**src/rtl/jesd204b_tx_link_fsm.sv**
```systemverilog
// JESD204B TX link layer, one lane, 4 octets/clk: CGS -> ILAS -> DATA.
// Optional JESD_CHAR_REPL_EN: DATA-state K28.3/K28.7 character replacement.
module jesd204b_tx_link_fsm #(
  parameter int F_OCTETS     = 2,
  parameter int K_FRAMES     = 32,
  parameter int ILAS_MF      = 4,
  parameter int SYNC_LOW_CYC = 4
) (
  input  logic         clk,
  input  logic         reset,
  input  logic         sync_n,
  input  logic [31:0]  s_d_in,
  input  logic [111:0] cfg_octets,
  output logic [31:0]  tx_data,
  output logic [3:0]   tx_charisk,
  output logic         data_valid,
  output logic [1:0]   link_state,
  output logic [7:0]   lmfc_cnt
);

  localparam int MF_OCT     = F_OCTETS * K_FRAMES;
  localparam int MF_WORDS   = MF_OCT / 4;
  localparam int ILAS_WORDS = ILAS_MF * MF_WORDS;
  localparam int IW         = $clog2(ILAS_WORDS) + 1;
  localparam int SW         = $clog2(SYNC_LOW_CYC + 1);

  localparam logic [7:0]    LMFC_LAST = 8'(MF_WORDS - 1);
  localparam logic [7:0]    P_LAST    = 8'(MF_OCT - 1);
  localparam logic [IW-1:0] ILAS_LAST = IW'(ILAS_WORDS - 1);
  localparam logic [IW-1:0] MF1_LO    = IW'(MF_WORDS);
  localparam logic [IW-1:0] MF1_HI    = IW'(2 * MF_WORDS);
  localparam logic [SW-1:0] SYNC_TRIG = SW'(SYNC_LOW_CYC - 1);
  localparam logic [SW-1:0] SYNC_SAT  = SW'(SYNC_LOW_CYC);

  typedef enum logic [1:0] {
    CGS  = 2'd0,
    ILAS = 2'd1,
    DATA = 2'd2
  } state_t;

  state_t        state;
  state_t        state_nxt;
  logic [7:0]    lmfc_nxt;
  logic [IW-1:0] ilas_cnt;
  logic [IW-1:0] ilas_nxt;
  logic [SW-1:0] sync_cnt;
  logic [SW-1:0] sync_nxt;
  logic          resync;
  logic          mf1;
  logic [31:0]   data_nxt;
  logic [3:0]    k_nxt;
  logic [7:0]    p;
  logic [7:0]    oct;
  logic          ok;
  logic [7:0]    cfg_b [16];
`ifdef JESD_CHAR_REPL_EN
  localparam logic [7:0] F_MASK = 8'(F_OCTETS - 1);
  logic [7:0]    pe;
`endif

  assign link_state = state;

  // Unpack ILAS config octets into a byte table indexed by octet number
  always_comb begin
    for (int n = 0; n < 16; n++) begin
      cfg_b[n] = 8'h00;
    end
    for (int n = 0; n < 14; n++) begin
      cfg_b[n] = cfg_octets[111-8*n -: 8];
    end
  end

  // Next-state, LMFC/ILAS/sync counters
  always_comb begin
    state_nxt = state;
    ilas_nxt  = '0;
    lmfc_nxt  = (lmfc_cnt == LMFC_LAST) ? 8'd0
                                        : lmfc_cnt + 8'd1;
    resync    = (state != CGS) && !sync_n &&
                (sync_cnt >= SYNC_TRIG);
    if (state == CGS || sync_n) begin
      sync_nxt = '0;
    end else if (sync_cnt == SYNC_SAT) begin
      sync_nxt = sync_cnt;
    end else begin
      sync_nxt = sync_cnt + SW'(1);
    end
    unique case (state)
      CGS: begin
        if (sync_n && lmfc_cnt == LMFC_LAST) begin
          state_nxt = ILAS;
        end
      end
      ILAS: begin
        if (resync) begin
          state_nxt = CGS;
        end else if (ilas_cnt == ILAS_LAST) begin
          state_nxt = DATA;
        end else begin
          ilas_nxt = ilas_cnt + IW'(1);
        end
      end
      DATA: begin
        if (resync) begin
          state_nxt = CGS;
        end
      end
      default: state_nxt = CGS;
    endcase
  end

  // Build the word that will be on the wire alongside the next state
  always_comb begin
    data_nxt = 32'hBCBCBCBC;
    k_nxt    = 4'hF;
    p        = '0;
    oct      = '0;
    ok       = 1'b0;
    mf1      = (ilas_nxt >= MF1_LO) && (ilas_nxt < MF1_HI);
`ifdef JESD_CHAR_REPL_EN
    pe       = '0;
`endif
    unique case (state_nxt)
      ILAS: begin
        for (int i = 0; i < 4; i++) begin
          p   = 8'({lmfc_nxt, 2'b00}) + 8'(i);
          oct = p;
          ok  = 1'b0;
          if (p == 8'd0) begin
            oct = 8'h1C;
            ok  = 1'b1;
          end else if (p == P_LAST) begin
            oct = 8'h7C;
            ok  = 1'b1;
          end else if (mf1 && p == 8'd1) begin
            oct = 8'h9C;
            ok  = 1'b1;
          end else if (mf1 && p <= 8'd15) begin
            oct = cfg_b[p[3:0] - 4'd2];
          end
          data_nxt[8*(3-i) +: 8] = oct;
          k_nxt[3-i]             = ok;
        end
      end
      DATA: begin
        data_nxt = s_d_in;
        k_nxt    = 4'h0;
`ifdef JESD_CHAR_REPL_EN
        for (int i = 0; i < 4; i++) begin
          p   = 8'({lmfc_nxt, 2'b00}) + 8'(i);
          pe  = p + 8'd1;
          oct = s_d_in[8*(3-i) +: 8];
          unique case (1'b1)
            (p == P_LAST && oct == 8'h7C):
              k_nxt[3-i] = 1'b1;
            (p != P_LAST && (pe & F_MASK) == 8'd0 &&
             oct == 8'hFC):
              k_nxt[3-i] = 1'b1;
            default: ;
          endcase
        end
`endif
      end
      default: ;
    endcase
  end

  // State and registered outputs
  always_ff @(posedge clk) begin
    if (reset) begin
      state      <= CGS;
      lmfc_cnt   <= '0;
      ilas_cnt   <= '0;
      sync_cnt   <= '0;
      tx_data    <= 32'hBCBCBCBC;
      tx_charisk <= 4'hF;
      data_valid <= 1'b0;
    end else begin
      state      <= state_nxt;
      lmfc_cnt   <= lmfc_nxt;
      ilas_cnt   <= ilas_nxt;
      sync_cnt   <= sync_nxt;
      tx_data    <= data_nxt;
      tx_charisk <= k_nxt;
      data_valid <= (state_nxt == DATA);
    end
  end

endmodule

```
**config.mk**
```make
export PLATFORM = sky130hd
export DESIGN_NAME = jesd204b_tx_link_fsm
export DESIGN_NICKNAME = d
export VERILOG_FILES = /design/src/rtl/jesd204b_tx_link_fsm.sv
export SDC_FILE = /design/constraint.sdc
export NUM_CORES = 1
export LEC_CHECK = 0
export CAP_MARGIN = 20
export CORE_ASPECT_RATIO = 0.5
export CORE_MARGIN = 2
export CORE_UTILIZATION = 30
export DETAILED_ROUTE_END_ITERATION = 10
export PLACE_DENSITY_LB_ADDON = 0.05
export SLEW_MARGIN = 20
export SYNTH_ARGS = -nofsm -noshare
export SYNTH_HDL_FRONTEND = slang
export SYNTH_SLANG_ARGS = --single-unit
export TNS_END_PERCENT = 20
```
**constraint.sdc**
```tcl
create_clock -name clk -period 4.4 [get_ports clk]
set_clock_uncertainty 0.1 [all_clocks]
set_input_delay 0.44 -clock clk [delete_from_list [all_inputs] [get_ports clk]]
set_output_delay 0.44 -clock clk [all_outputs]
set_load 0.03 [all_outputs]
```
==> summary.md <==
| Metric | Value |
|---|---|
| Worst min path class | `flop to flop` |
| Diode count | `0` |
| Final Instance Area | `5630 µm²` |
| Die area | `11700 µm²` |
| Fmax | `293 MHz` |
| # setup viols final | `0` |
| Vias in the first global route | `3568` |
| Slew @ Worst Pin | `0.816 ns` |
| CTS resizes | `0` |
| Critical-path top delay cell | `dfxtp_1` |
| Worst slew margin | `0.456` |
| Required @ worst endpoint | `4.48 ns` |
| Slew Limit Fails | `0` |
| XOR/XNOR Fraction of Synth Area | `0.0270` |
| Hold path depth | `1` |
| Synth area leaders | `dfxtp_1 (35%), mux4_2 (8.3%), a21oi_1 (5.3%)` |
| Layout cells sized above 1 | `0.0844` |
| Hold Slack | `0.359 ns` |
| Post-route worst setup slack | `0.992 ns` |
| Crit Path Class | `flop to flop` |
| Combinational family with the most area after synthesis | `compound AO/OA/AOI/OAI gates` |
| Die height | `77.5 µm` |
| Flops & latches, synth | `57` |
| Skew-Pair Late Insertion Delay | `0.33 ns` |
| Grt ovf | `0` |
| Hold Path End | `ilas_cnt[0]$_SDFF_PP0_` |
| Dpl hpwl | `9690 µm` |
| CTS Buf Count | `9` |
| Sequential share of the synthesized area | `0.352` |
| Metal-1 WL | `5210 µm` |
| Sum Neg Setup Slack | `0 ns` |
| Buffers on Ports | `193` |
| Unrepaired setup endpoints after global routing | `no` |
| Uppermost layer routed | `met4` |
| Final WL | `12100 µm` |
| Worst-path clk slew | `0.05 ns` |
| Largest net degree at the start of global routing | `20` |
| Synth Area in Simple Gates | `0.179` |
| Async SR Flop Fraction | `0` |
| Setup bufs post-CTS | `0` |
| Mapped Cells | `363` |
| Area after DPL | `5310 µm²` |
| Final Cycle Share | `0.775` |
| Kind of cell adding the most delay to the critical path | `adder cells` |
| Drc violations | `0` |
| IO Count | `194` |
| CTS root buf | `clkbuf_16` |
| Post-synth top area share | `0.352` |
| Worst VDD drop | `0.158 mV` |
| Hold Path Origin | `ilas_cnt[0]$_SDFF_PP0_` |
| CP cell instances | `ha_1 > and3_1 > nand2_1 > nor2_1 > nand2_1 > a21oi_1 > inv_1 > ha_1 > buf_4 > a21oi_1 > o21ai_0` |
| Vias per cell | `4.95` |
| Rows | `26` |
| Final Hold Vio Count | `0` |
| Reg2Reg Depth | `11` |
| Pwr dens | `272 nW/µm²` |
| Syn Std Cell Area | `3240 µm²` |
| Pre-CTS WS | `1.08 ns` |
| Synth Area in Adders | `0.0347` |
| Synth unique cells | `49` |
| Number of synthesized flops with an enable pin | `0` |
| Initial antenna violation count | `0` |
| # clock sinks | `57` |
| Longest Clk Path Bufs | `2` |
| DR iter-0 viols | `181` |
| Synth cell count leaders | `dfxtp_1 (57), nand2_1 (44), a21oi_1 (34)` |
| Worst setup EP type | `flop` |
| CP Data Arrival Time | `3.49 ns` |
| Metal2 WL | `5840 µm` |
| Pleak | `0.00206 µW` |
| Layout area overhead | `73.7%` |
| Vias | `3453` |
| Die span in x | `151 µm` |
| Synthesized area per cell | `8.93 µm²` |
| Nets | `708` |
| DRT Pass-1 Iters | `4` |
| Reg2reg start | `lmfc_cnt[0]$_SDFF_PP0_` |
| Core Area | `10300 µm²` |
| FF-to-FF End | `tx_data[20]$_SDFF_PP1_` |
| CTS tree | `done` |
| Metal3 WL | `933 µm` |
| Htree depth | `3` |
| CTS Hold Bufs | `0` |
| Drt wl/cell | `17.3 µm` |
| Global-route wire length before repair | `18900 µm` |
| Synth Area in Compound Gates | `0.208` |
| Most common cell in the synthesized netlist | `dfxtp_1` |
| Cell taking the most area after synthesis | `dfxtp_1` |
| Top_reg_cell synth | `dfxtp_1` |
| Largest stage delay, worst path | `0.56 ns` |
| Final Critical Period | `3.41 ns` |
| CP max FO | `19` |
| Initial Utilization | `0.313` |
| R2R setup slack | `0.99 ns` |
| Yosys Warn Count | `0` |
| CP bufs+invs | `2` |
| Placer Congestion | `0.738` |
| Total GRT Usage | `0.214` |
| Outcome | `complete, no violations` |
| Max cap viols | `0` |
| Startpoint class of the critical path | `flop` |
| Mux contribution to synthesized area | `0.151` |
| Post-route antenna net violation count | `0` |
| Synth Net Count | `519` |
-- worst max path at each step --
stage	startpoint	end	slack, ns	depth (start not counted)
after global placement	lmfc_cnt[0]$_SDFF_PP0_	tx_data[20]$_SDFF_PP1_	1.18	11
after global routing	lmfc_cnt[0]$_SDFF_PP0_	tx_data[4]$_SDFF_PP1_	0.73	10
after floorplan	lmfc_cnt[1]$_SDFF_PP0_	tx_data[11]$_SDFF_PP1_	1.23	15
final	lmfc_cnt[0]$_SDFF_PP0_	tx_data[20]$_SDFF_PP1_	0.99	11
after detailed placement	lmfc_cnt[0]$_SDFF_PP0_	tx_data[20]$_SDFF_PP1_	1.08	11
after CTS	lmfc_cnt[0]$_SDFF_PP0_	tx_data[20]$_SDFF_PP1_	1.06	11
-- power by group --
part | switching, µW | internal, µW | leakage, µW
combinational | 101 | 184 | 0.00145
sequential | 6.17 | 519 | 0.000461
clock | 239 | 483 | 0.000151
-- metrics by stage --
| step | util | cells | power, µW |
|---|---|---|---|
| 3_3_place_gp | 0.513 | 681 | 823 |
| 3_5_place_dp | 0.513 | 681 | 823 |
| 5_1_grt | 0.544 | 697 | 1600 |
| 4_1_cts | 0.544 | 697 | 1550 |
| 2_1_floorplan | - | 363 | 653 |
| 6_report | 0.544 | 697 | 1530 |
-- registers in the layout (all words and copies together), names as in the netlist --
| register | cells |
|---|---|
| ilas_cnt | 7 |
| lmfc_cnt | 8 |
| link_state | 2 |
| tx_data | 32 |
| sync_cnt | 3 |
| data_valid | 1 |
| tx_charisk | 4 |
-- cell families (layout without fill, tap and decap cells) --
family	after synthesis	after routing
fa+ha+maj	9	9
flops	57	57
xor+xnor	10	10
compound gates	102	102
buf+inv	35	229
mux	30	30
simple gates	120	120
-- placed cells by master (no fill, tap or decap), types with 6 or more instances in the layout --
cell type,count
mux4_2,12
nor2_1,22
ha_1,9
o21ai_0,27
dfxtp_1,57
clkbuf_16,9
nand2_1,44
xnor2_1,6
nor2b_1,10
clkdlybuf4s50_1,193
nor3_1,7
buf_4,10
nand3_1,17
a21oi_1,34
inv_1,10
a221o_1,10
mux2i_1,11
-- layout make-up --
class / count / area [µm²]
sequential: 57 / 1140
inverter: 10 / 37.5
multi-input combinational: 271 / 1950
timing repair buffer: 203 / 2010
tap: 140 / 175
clock buffer: 12 / 267
clock inverter: 4 / 50.0
fill: 970 / 4720
-- per-layer routing --
layer,vias up,track usage
li1,1708,-
met1,1629,0.274
met2,108,0.348
met3,8,0.0676
met4,0,0.0589
met5,-,0
-- worst reg2reg max path, cell delays in order, from the launching register on --
cell     delay, ns
dfxtp_1       0.56
ha_1          0.35
and3_1        0.33
nand2_1       0.15
nor2_1        0.12
nand2_1       0.06
a21oi_1       0.24
inv_1         0.07
ha_1          0.49
buf_4         0.31
a21oi_1       0.31
o21ai_0       0.17
Power figures use the tool's default switching activity.
